[config.mk]
export PLATFORM = sky130hd
export DESIGN_NAME = iq_int_param
export DESIGN_NICKNAME = d
export VERILOG_FILES = /design/src/rtl/iq_int_param.sv
export SDC_FILE = /design/constraint.sdc
export NUM_CORES = 2
export LEC_CHECK = 0
export ABC_AREA = 1
export BUFFER_PORTS_ARGS = -buffer_cell sky130_fd_sc_hd__clkbuf_2
export CORE_ASPECT_RATIO = 1.75
export CORE_MARGIN = 8
export CORE_UTILIZATION = 68
export CTS_CLUSTER_DIAMETER = 80
export DETAILED_ROUTE_END_ITERATION = 6
export GPL_TIMING_DRIVEN = 0
export PLACE_DENSITY_LB_ADDON = 0.1
export SYNTH_ARGS = -nofsm -noshare
export SYNTH_HDL_FRONTEND = slang
export SYNTH_SLANG_ARGS = --single-unit
[constraint.sdc]
create_clock -name clk -period 12.7 [get_ports clk]
set_input_delay 2.54 -clock clk [delete_from_list [all_inputs] [get_ports clk]]
set_output_delay 2.54 -clock clk [all_outputs]
set_load 0.005 [all_outputs]
[src/rtl/iq_int_param.sv]
// iq_int_param: parametrised integer issue queue between dispatch (DU) and the integer issue unit (IU).
// Entries are held in age order at indices 0..count-1, with index 0 the oldest.
// CDB broadcasts wake the entries' sources. Each cycle one entry is selected: the oldest ready JR if
// there is one, otherwise the oldest ready entry. An issue collapses the hole in a single cycle.
// A selective flush removes every entry at or younger than the flushing ROB tag.
//
// Optional feature: define IQ_INT_WAKEUP_BYPASS_EN to wake a dispatching entry's sources from the
// CDB broadcast in the same cycle. Without the macro the DU rdy bits are stored verbatim.
//
// Ports:
//   clk, reset                        posedge clock, synchronous active-high reset
//   du_w_*                            dispatch write (payload, rs/rt pid+rdy, rob tag, jr)
//   iq_full                           no free entry (registered state only)
//   cdb_flush, cdb_rob_tag, rob_r_ptr selective flush request and ROB head for age compare
//   cdb_reg_wr, cdb_rd_pid            CDB wakeup broadcast
//   iq_rdy, iq_r_*                    selected entry (combinational on registered state)
//   iu_r_en                           IU takes the selected entry this cycle
module iq_int_param #(
    parameter int unsigned DEPTH     = 8,
    parameter int unsigned PAYLOAD_W = 32,
    parameter int unsigned PID_W     = 6,
    parameter int unsigned ROB_TAG_W = 5,
    parameter int unsigned CNT_W     = $clog2(DEPTH + 1)
) (
    input  logic                 clk,
    input  logic                 reset,
    input  logic                 du_w_en,
    input  logic [PAYLOAD_W-1:0] du_w_payload,
    input  logic [PID_W-1:0]     du_w_rs_pid,
    input  logic                 du_w_rs_rdy,
    input  logic [PID_W-1:0]     du_w_rt_pid,
    input  logic                 du_w_rt_rdy,
    input  logic [ROB_TAG_W-1:0] du_w_rob_tag,
    input  logic                 du_w_jr,
    output logic                 iq_full,
    input  logic                 cdb_flush,
    input  logic [ROB_TAG_W-1:0] cdb_rob_tag,
    input  logic [ROB_TAG_W-1:0] rob_r_ptr,
    input  logic                 cdb_reg_wr,
    input  logic [PID_W-1:0]     cdb_rd_pid,
    output logic                 iq_rdy,
    output logic [PAYLOAD_W-1:0] iq_r_payload,
    output logic [PID_W-1:0]     iq_r_rs_pid,
    output logic [PID_W-1:0]     iq_r_rt_pid,
    output logic [ROB_TAG_W-1:0] iq_r_rob_tag,
    output logic                 iq_r_jr,
    input  logic                 iu_r_en
);
    localparam int unsigned SEL_W = (DEPTH > 1) ? $clog2(DEPTH) : 1;

    // Entry storage
    logic                 r_valid   [DEPTH];
    logic [PAYLOAD_W-1:0] r_payload [DEPTH];
    logic [PID_W-1:0]     r_rs_pid  [DEPTH];
    logic                 r_rs_rdy  [DEPTH];
    logic [PID_W-1:0]     r_rt_pid  [DEPTH];
    logic                 r_rt_rdy  [DEPTH];
    logic [ROB_TAG_W-1:0] r_rob_tag [DEPTH];
    logic                 r_jr      [DEPTH];
    logic [CNT_W-1:0]     r_count;

    // Post-wakeup view with an extra all-zero slot at index DEPTH, so the collapse always reads i+1
    logic                 w_valid_wk   [DEPTH+1];
    logic [PAYLOAD_W-1:0] w_payload_wk [DEPTH+1];
    logic [PID_W-1:0]     w_rs_pid_wk  [DEPTH+1];
    logic                 w_rs_rdy_wk  [DEPTH+1];
    logic [PID_W-1:0]     w_rt_pid_wk  [DEPTH+1];
    logic                 w_rt_rdy_wk  [DEPTH+1];
    logic [ROB_TAG_W-1:0] w_rob_tag_wk [DEPTH+1];
    logic                 w_jr_wk      [DEPTH+1];

    // Next-state arrays
    logic                 w_valid_nx   [DEPTH];
    logic [PAYLOAD_W-1:0] w_payload_nx [DEPTH];
    logic [PID_W-1:0]     w_rs_pid_nx  [DEPTH];
    logic                 w_rs_rdy_nx  [DEPTH];
    logic [PID_W-1:0]     w_rt_pid_nx  [DEPTH];
    logic                 w_rt_rdy_nx  [DEPTH];
    logic [ROB_TAG_W-1:0] w_rob_tag_nx [DEPTH];
    logic                 w_jr_nx      [DEPTH];
    logic [CNT_W-1:0]     w_count_nx;

    logic [DEPTH-1:0]     w_ready;
    logic [DEPTH-1:0]     w_kill;
    logic [SEL_W-1:0]     w_sel;
    logic [SEL_W-1:0]     w_sel_jr;
    logic [SEL_W-1:0]     w_sel_any;
    logic                 w_found_jr;
    logic                 w_found_any;
    logic                 w_issue;
    logic                 w_write;
    logic [CNT_W-1:0]     w_wr_idx;
    logic [CNT_W-1:0]     w_surv_cnt;
    logic [ROB_TAG_W-1:0] w_flush_age;
    logic                 w_new_rs_rdy;
    logic                 w_new_rt_rdy;

    assign iq_full = (r_count == CNT_W'(DEPTH));

    // Select: lowest-index ready JR first, else lowest-index ready entry, else index 0
    always_comb begin
        w_ready     = '0;
        w_sel_jr    = '0;
        w_sel_any   = '0;
        w_found_jr  = 1'b0;
        w_found_any = 1'b0;
        for (int i = 0; i < DEPTH; i++) begin
            w_ready[i] = r_valid[i] & r_rs_rdy[i] & r_rt_rdy[i];
        end
        for (int i = 0; i < DEPTH; i++) begin
            if (w_ready[i] && r_jr[i] && !w_found_jr) begin
                w_sel_jr   = SEL_W'(i);
                w_found_jr = 1'b1;
            end
            if (w_ready[i] && !w_found_any) begin
                w_sel_any   = SEL_W'(i);
                w_found_any = 1'b1;
            end
        end
        if (w_found_jr) begin
            w_sel = w_sel_jr;
        end else if (w_found_any) begin
            w_sel = w_sel_any;
        end else begin
            w_sel = '0;
        end
    end

    assign iq_rdy       = |w_ready;
    assign iq_r_payload = r_payload[w_sel];
    assign iq_r_rs_pid  = r_rs_pid[w_sel];
    assign iq_r_rt_pid  = r_rt_pid[w_sel];
    assign iq_r_rob_tag = r_rob_tag[w_sel];
    assign iq_r_jr      = r_jr[w_sel];

    assign w_issue  = iu_r_en & iq_rdy;
    assign w_write  = du_w_en & ~iq_full;
    // Slot freed by a same-cycle issue is reused by the write
    assign w_wr_idx = w_issue ? (r_count - CNT_W'(1)) : r_count;

    // Age relative to the ROB head; an entry at or younger than the flushing tag is killed
    always_comb begin
        w_flush_age = ROB_TAG_W'(cdb_rob_tag - rob_r_ptr);
        w_kill      = '0;
        w_surv_cnt  = '0;
        for (int i = 0; i < DEPTH; i++) begin
            w_kill[i]  = (ROB_TAG_W'(r_rob_tag[i] - rob_r_ptr) >= w_flush_age);
            w_surv_cnt = w_surv_cnt + CNT_W'(r_valid[i] & ~w_kill[i]);
        end
    end

    // CDB wakeup applied to every valid entry
    always_comb begin
        for (int i = 0; i < DEPTH; i++) begin
            w_valid_wk[i]   = r_valid[i];
            w_payload_wk[i] = r_payload[i];
            w_rs_pid_wk[i]  = r_rs_pid[i];
            w_rt_pid_wk[i]  = r_rt_pid[i];
            w_rob_tag_wk[i] = r_rob_tag[i];
            w_jr_wk[i]      = r_jr[i];
            w_rs_rdy_wk[i]  = r_rs_rdy[i] | (cdb_reg_wr & r_valid[i] & (r_rs_pid[i] == cdb_rd_pid));
            w_rt_rdy_wk[i]  = r_rt_rdy[i] | (cdb_reg_wr & r_valid[i] & (r_rt_pid[i] == cdb_rd_pid));
        end
        w_valid_wk[DEPTH]   = 1'b0;
        w_payload_wk[DEPTH] = '0;
        w_rs_pid_wk[DEPTH]  = '0;
        w_rs_rdy_wk[DEPTH]  = 1'b0;
        w_rt_pid_wk[DEPTH]  = '0;
        w_rt_rdy_wk[DEPTH]  = 1'b0;
        w_rob_tag_wk[DEPTH] = '0;
        w_jr_wk[DEPTH]      = 1'b0;
    end

    // Ready bits of the dispatching entry
    always_comb begin
`ifdef IQ_INT_WAKEUP_BYPASS_EN
        w_new_rs_rdy = du_w_rs_rdy | (cdb_reg_wr & (du_w_rs_pid == cdb_rd_pid));
        w_new_rt_rdy = du_w_rt_rdy | (cdb_reg_wr & (du_w_rt_pid == cdb_rd_pid));
`else
        w_new_rs_rdy = du_w_rs_rdy;
        w_new_rt_rdy = du_w_rt_rdy;
`endif
    end

    // Next state: flush truncates to the surviving prefix; otherwise collapse, then append
    always_comb begin
        w_valid_nx   = r_valid;
        w_payload_nx = r_payload;
        w_rs_pid_nx  = r_rs_pid;
        w_rs_rdy_nx  = r_rs_rdy;
        w_rt_pid_nx  = r_rt_pid;
        w_rt_rdy_nx  = r_rt_rdy;
        w_rob_tag_nx = r_rob_tag;
        w_jr_nx      = r_jr;
        w_count_nx   = r_count;
        if (cdb_flush) begin
            for (int i = 0; i < DEPTH; i++) begin
                if (w_kill[i]) begin
                    w_valid_nx[i]   = 1'b0;
                    w_payload_nx[i] = '0;
                    w_rs_pid_nx[i]  = '0;
                    w_rs_rdy_nx[i]  = 1'b0;
                    w_rt_pid_nx[i]  = '0;
                    w_rt_rdy_nx[i]  = 1'b0;
                    w_rob_tag_nx[i] = '0;
                    w_jr_nx[i]      = 1'b0;
                end
            end
            w_count_nx = w_surv_cnt;
        end else begin
            for (int i = 0; i < DEPTH; i++) begin
                if (w_issue && (i >= int'(w_sel))) begin
                    w_valid_nx[i]   = w_valid_wk[i+1];
                    w_payload_nx[i] = w_payload_wk[i+1];
                    w_rs_pid_nx[i]  = w_rs_pid_wk[i+1];
                    w_rs_rdy_nx[i]  = w_rs_rdy_wk[i+1];
                    w_rt_pid_nx[i]  = w_rt_pid_wk[i+1];
                    w_rt_rdy_nx[i]  = w_rt_rdy_wk[i+1];
                    w_rob_tag_nx[i] = w_rob_tag_wk[i+1];
                    w_jr_nx[i]      = w_jr_wk[i+1];
                end else begin
                    w_valid_nx[i]   = w_valid_wk[i];
                    w_payload_nx[i] = w_payload_wk[i];
                    w_rs_pid_nx[i]  = w_rs_pid_wk[i];
                    w_rs_rdy_nx[i]  = w_rs_rdy_wk[i];
                    w_rt_pid_nx[i]  = w_rt_pid_wk[i];
                    w_rt_rdy_nx[i]  = w_rt_rdy_wk[i];
                    w_rob_tag_nx[i] = w_rob_tag_wk[i];
                    w_jr_nx[i]      = w_jr_wk[i];
                end
                if (w_write && (CNT_W'(i) == w_wr_idx)) begin
                    w_valid_nx[i]   = 1'b1;
                    w_payload_nx[i] = du_w_payload;
                    w_rs_pid_nx[i]  = du_w_rs_pid;
                    w_rs_rdy_nx[i]  = w_new_rs_rdy;
                    w_rt_pid_nx[i]  = du_w_rt_pid;
                    w_rt_rdy_nx[i]  = w_new_rt_rdy;
                    w_rob_tag_nx[i] = du_w_rob_tag;
                    w_jr_nx[i]      = du_w_jr;
                end
            end
            w_count_nx = r_count + CNT_W'(w_write) - CNT_W'(w_issue);
        end
    end

    // State registers
    always_ff @(posedge clk) begin
        if (reset) begin
            for (int i = 0; i < DEPTH; i++) begin
                r_valid[i]   <= 1'b0;
                r_payload[i] <= '0;
                r_rs_pid[i]  <= '0;
                r_rs_rdy[i]  <= 1'b0;
                r_rt_pid[i]  <= '0;
                r_rt_rdy[i]  <= 1'b0;
                r_rob_tag[i] <= '0;
                r_jr[i]      <= 1'b0;
            end
            r_count <= '0;
        end else begin
            r_valid   <= w_valid_nx;
            r_payload <= w_payload_nx;
            r_rs_pid  <= w_rs_pid_nx;
            r_rs_rdy  <= w_rs_rdy_nx;
            r_rt_pid  <= w_rt_pid_nx;
            r_rt_rdy  <= w_rt_rdy_nx;
            r_rob_tag <= w_rob_tag_nx;
            r_jr      <= w_jr_nx;
            r_count   <= w_count_nx;
        end
    end

endmodule
==> results of run 1 <==
[through the flow]
step | utilization, % | area (sq um) | std cells | setup slack, ns
2_1_floorplan | - | 27900 | 4676 | 5.64
3_3_place_gp | 71.7 | 29200 | 5346 | 4.85
3_5_place_dp | 71.7 | 29200 | 5346 | 4.71
4_1_cts | 75.1 | 30600 | 5423 | 5.21
[cells in the mapped netlist, types with 9 or more instances]
cell,instances
fa_1,14
ha_1,71
dfxtp_1,428
nand3_1,141
buf_1,22
xor2_1,35
inv_1,337
a211oi_1,14
nor2_1,498
a21oi_1,610
xnor2_1,36
buf_2,110
o21ai_1,35
o21ai_0,441
o22ai_1,17
o21a_1,9
nand4_1,18
clkbuf_1,185
nand2_1,1564
[cell families after synthesis]
family	after synthesis	share of synthesized area, %
xor+xnor	72	2.29
compound gates	1168	21.8
simple gates	2253	31.4
flops	428	30.7
buf+inv	670	9.62
fa+ha+maj	85	4.19
[routing by layer]
layer / overflow / track usage [%]
met1: 0 / 62.8
met2: 16 / 86.2
met3: 0 / 42.9
met4: 11 / 64.1
met5: 0 / 8.47
==> metrics, run 1 <==
outcome did not finish; post-CTS resize count 0; Yosys reg bits 428; Yosys top cell area share 30.7%; Avg Inst Size Synth 5.97 sq um; vias in the first global route 36,200; largest area contributor in the synthesized netlist dfxtp_1; Seq/Total Area, Yosys 30.7%; Synthesized Nets 4,835; Placer Congestion 1.23; Post-CTS Setup Bufs 0; row count 98; Exit stage 5_1_grt; CTS Sinks 428; Post-synth EDFFs 0; Max clock buf depth 3; Die Span Y 284 microns; Synth Cell Area 27,900 sq um; total grt overflow 27; H-tree levels 2; detailed placement HPWL 100,000 microns; first-pass GRT wire length 232,000 microns; Area contributors post-synth dfxtp_1 (31%), nand2_1 (21%), a21oi_1 (11%); Main synth FF type dfxtp_1; Mapped Cells 4,676; I/O Buffers 120; initial core utilization 68.6%; Post-CTS Hold Buffers 0; async set-reset flop share out of synthesis 0%; I/O pins 126; Num CTS Buffers 42; Root Buffer clkbuf_16; yosys warns 0; Overall Global Routing Usage 64.1%; Error [ERROR GRT-0116] Global routing finished with congestion. Check the congestion regions in the DRC Viewer.; Die Width 169 microns; Unique masters post-synth 51; largest net degree at the start of global routing 19
==> inputs of run 2 (changes only) <==
--- a/config.mk
+++ b/config.mk
@@ -7,13 +7,11 @@
 export LEC_CHECK = 0
 export ABC_AREA = 1
 export BUFFER_PORTS_ARGS = -buffer_cell sky130_fd_sc_hd__clkbuf_2
-export CORE_ASPECT_RATIO = 1.75
 export CORE_MARGIN = 8
-export CORE_UTILIZATION = 68
-export CTS_CLUSTER_DIAMETER = 80
+export CORE_UTILIZATION = 40
 export DETAILED_ROUTE_END_ITERATION = 6
 export GPL_TIMING_DRIVEN = 0
-export PLACE_DENSITY_LB_ADDON = 0.1
+export PLACE_DENSITY_LB_ADDON = 0.15
 export SYNTH_ARGS = -nofsm -noshare
 export SYNTH_HDL_FRONTEND = slang
 export SYNTH_SLANG_ARGS = --single-unit
==> run 2 against run 1 <==
Net effect:
- synthesized cell count stayed put
- the flow now finishes, with violations (DRC)
- area after synthesis stayed put
==> metrics, run 2 <==
Avg Inst Size Synth 5.97 sq um (unchanged); DIE AREA 78,500 sq um; initial core utilization 40.1% (was 68.6%); fmax 0.131 GHz; Worst-path clk slew 0.06 ns; power per cell area 142 nW/um^2; Overall Global Routing Usage 35.7%; crit path kind in -> reg; first-pass GRT wire length 209,000 microns; Max VDD drop 0.111 mV; I/O Buffers 120 (unchanged); r2r endpoint r_count[1]$_SDFF_PP0_; Post-CTS Setup Bufs 0 (unchanged); total grt overflow 0; number of vias per cell 5.72; layout cells sized above 1 7.04%; area share of and/or/nand/nor cells after synthesis 31.4% (unchanged); detailed placement HPWL 105,000 microns (was 100,000 microns); final setup vio count 0; initial drt markers 4,299; CP max FO 18; Area contributors post-synth dfxtp_1 (31%), nand2_1 (21%), a21oi_1 (11%) (unchanged); Post-synth EDFFs 0 (unchanged); RSZ-0062 raised after global routing no; Post-CTS Hold Buffers 0 (unchanged); Synth Cell Area 27,900 sq um (unchanged); Mapped Cells 4,676 (unchanged); final hold vios 0; # Max-Cap Violations 0; Worst R2R Start r_rob_tag[30]$_SDFFE_PP0P_; core area 69,500 sq um; setup tns final 0 ns; Slew Limit Headroom 2.08%; async set-reset flop share out of synthesis 0% (unchanged); Static Leak 13.2 nW; post-layout min period 7.61 ns; Yosys reg bits 428 (unchanged); crit path launch type primary input; routed wire length 146,000 microns; Seq/Total Area, Yosys 30.7% (unchanged); Compound-Gate Fraction of Synth Area 21.8% (unchanged); vias in the first global route 31,000; Placer Congestion 1.09 (was 1.23); Num CTS Buffers 53 (was 42); Final Core Density 45.0%; adder-cell share of the synthesized area 4.19% (unchanged); number of routed nets with antenna violations 0; CTS Sinks 428 (unchanged); Yosys top cell area share 30.7% (unchanged); DR vias 33,400; # nets final 5,010; largest net degree at the start of global routing 19; mux share of post-synthesis cell area 0% (unchanged); DRC 24; Slew @ Worst Pin 1.47 ns; filler instances 7,743; Syn-to-layout area delta 12.2%; Reg with most FFs r_payload; r2r worst-path depth 22; WL/cell 25.0 microns; Unique masters post-synth 51 (unchanged); Synthesized Nets 4,835 (unchanged); most frequent cells in the layout nand2_1 (1,564), a21oi_1 (610), nor2_1 (498); Crit. End Element register; crit path capture r_count[1]$_SDFF_PP0_; DRT Pass-1 Iters 7; Clk Latency, worst-skew pair 0.66 ns; biggest registers after layout r_payload (256), r_rs_pid (48), r_rt_pid (48); main combinational cell family by area after synthesis simple AND/OR/NAND/NOR gates (unchanged); I/O pins 126 (unchanged); XOR/XNOR share of the synthesized area 2.29% (unchanged); Largest register FFs 256; Hold Path Class reg -> reg; Final Skew 0.0474 ns; flop2flop setup slack 7.69 ns; max-slew violations 0; failing checks DRC; H-tree levels 2 (unchanged); synth cell count leaders nand2_1 (1,564), a21oi_1 (610), nor2_1 (498) (unchanged); row count 97 (was 98); Worst Setup SP rob_r_ptr[1]; TritonCTS clock tree done; Max clock buf depth 3 (unchanged); Die Span Y 280 microns (was 284 microns); Main synth FF type dfxtp_1 (unchanged); yosys warns 0 (unchanged); initial antenna violation count 5; outcome complete, but fails checks (was did not finish); Root Buffer clkbuf_16 (unchanged); most common cell after layout, fill and taps aside nand2_1; post-CTS resize count 0 (unchanged); CP arrival 8.17 ns; top-count cell post-synth nand2_1 (unchanged); critical path required time 13.26 ns; largest area contributor in the synthesized netlist dfxtp_1 (unchanged); Die Width 280 microns (was 169 microns); fin crit share 59.9%
[run 2: how the worst min path moves through the flow]
stage                                            from                     endpoint  slack [ns]  cells past startpoint
after floorplan            r_payload[64]$_SDFFE_PP0P_   r_payload[64]$_SDFFE_PP0P_        0.45                      2
after global placement     r_payload[79]$_SDFFE_PP0P_   r_payload[79]$_SDFFE_PP0P_        0.46                      2
after detailed placement   r_payload[57]$_SDFFE_PP0P_   r_payload[57]$_SDFFE_PP0P_        0.47                      2
after global routing       r_payload[95]$_SDFFE_PP0P_   r_payload[95]$_SDFFE_PP0P_        0.49                      2
final                     r_payload[218]$_SDFFE_PP0P_  r_payload[218]$_SDFFE_PP0P_        0.47                      2
after CTS                  r_payload[50]$_SDFFE_PP0P_   r_payload[50]$_SDFFE_PP0P_        0.47                      2
[run 2: area by class of cell]
| type | instances | area (sq um) | area share [%] |
|---|---|---|---|
| flip-flops and latches | 428 | 8570 | 27.4 |
| inverters | 345 | 1290 | 4.13 |
| multi-input cells | 3578 | 16700 | 53.2 |
| repair buffers | 120 | 601 | 1.92 |
| clock inverters | 12 | 131 | 0.419 |
| diodes | 3 | 7.51 | 0.0240 |
| plain buffers | 325 | 1390 | 4.44 |
| well taps | 940 | 1180 | 3.75 |
| clock buffers | 79 | 1490 | 4.77 |
[run 2: metal layers]
metal / routed length, microns / vias to the layer above / track usage (%)
met2: 61700 / 2001 / 54.6
met5: 0 / - / 0
met1: 57400 / 15500 / 44.9
met4: 11000 / 0 / 22.8
li1: - / 15400 / -
met3: 15600 / 514 / 8.20
[run 2: cell families after synthesis]
| group | Yosys count |
|---|---|
| AND/OR/NAND/NOR | 2253 |
| flip-flops | 428 |
| buffers and inverters | 670 |
| adder cells (fa/ha/maj) | 85 |
| XOR/XNOR | 72 |
| AO/OA/AOI/OAI | 1168 |
[run 2: through the flow]
step	power (mW)	setup WS [ns]	cells	cell area, sq um	hold WS (ns)
final	4.46	5.09	5830	31300	0.473
after global routing	4.66	4.64	5829	31300	0.491
after CTS	4.42	5.05	5827	31300	0.474
after detailed placement	2.94	4.41	5736	29700	0.466
after global placement	2.93	4.41	5736	29700	0.462
after floorplan	2.41	5.64	4676	27900	0.450
[run 2: critical path: stages]
cell and delay [ns]:
clkbuf_2 0.07, inv_1 0.40, fa_1 0.63, xnor2_1 0.81, ha_1 0.39, nand2_1 0.07, inv_1 0.03, o21ai_0 0.41
nand2_1 0.15, nor3_1 0.23, fa_1 0.45, inv_1 0.07, fa_1 0.41, inv_1 0.08, fa_1 0.42, ha_1 0.21
inv_1 0.08, fa_1 0.39, nand2_1 0.08, nand2_1 0.06, a21oi_1 0.15
[run 2: report_power, final]
part / switching, mW / internal, mW / leakage, nW / total, mW
Clock: 0.677 / 0.832 / 0.793 / 1.51
Sequential: 0.0750 / 1.46 / 3.48 / 1.54
Combinational: 0.992 / 0.426 / 8.94 / 1.42
Power figures use the tool's default switching activity.
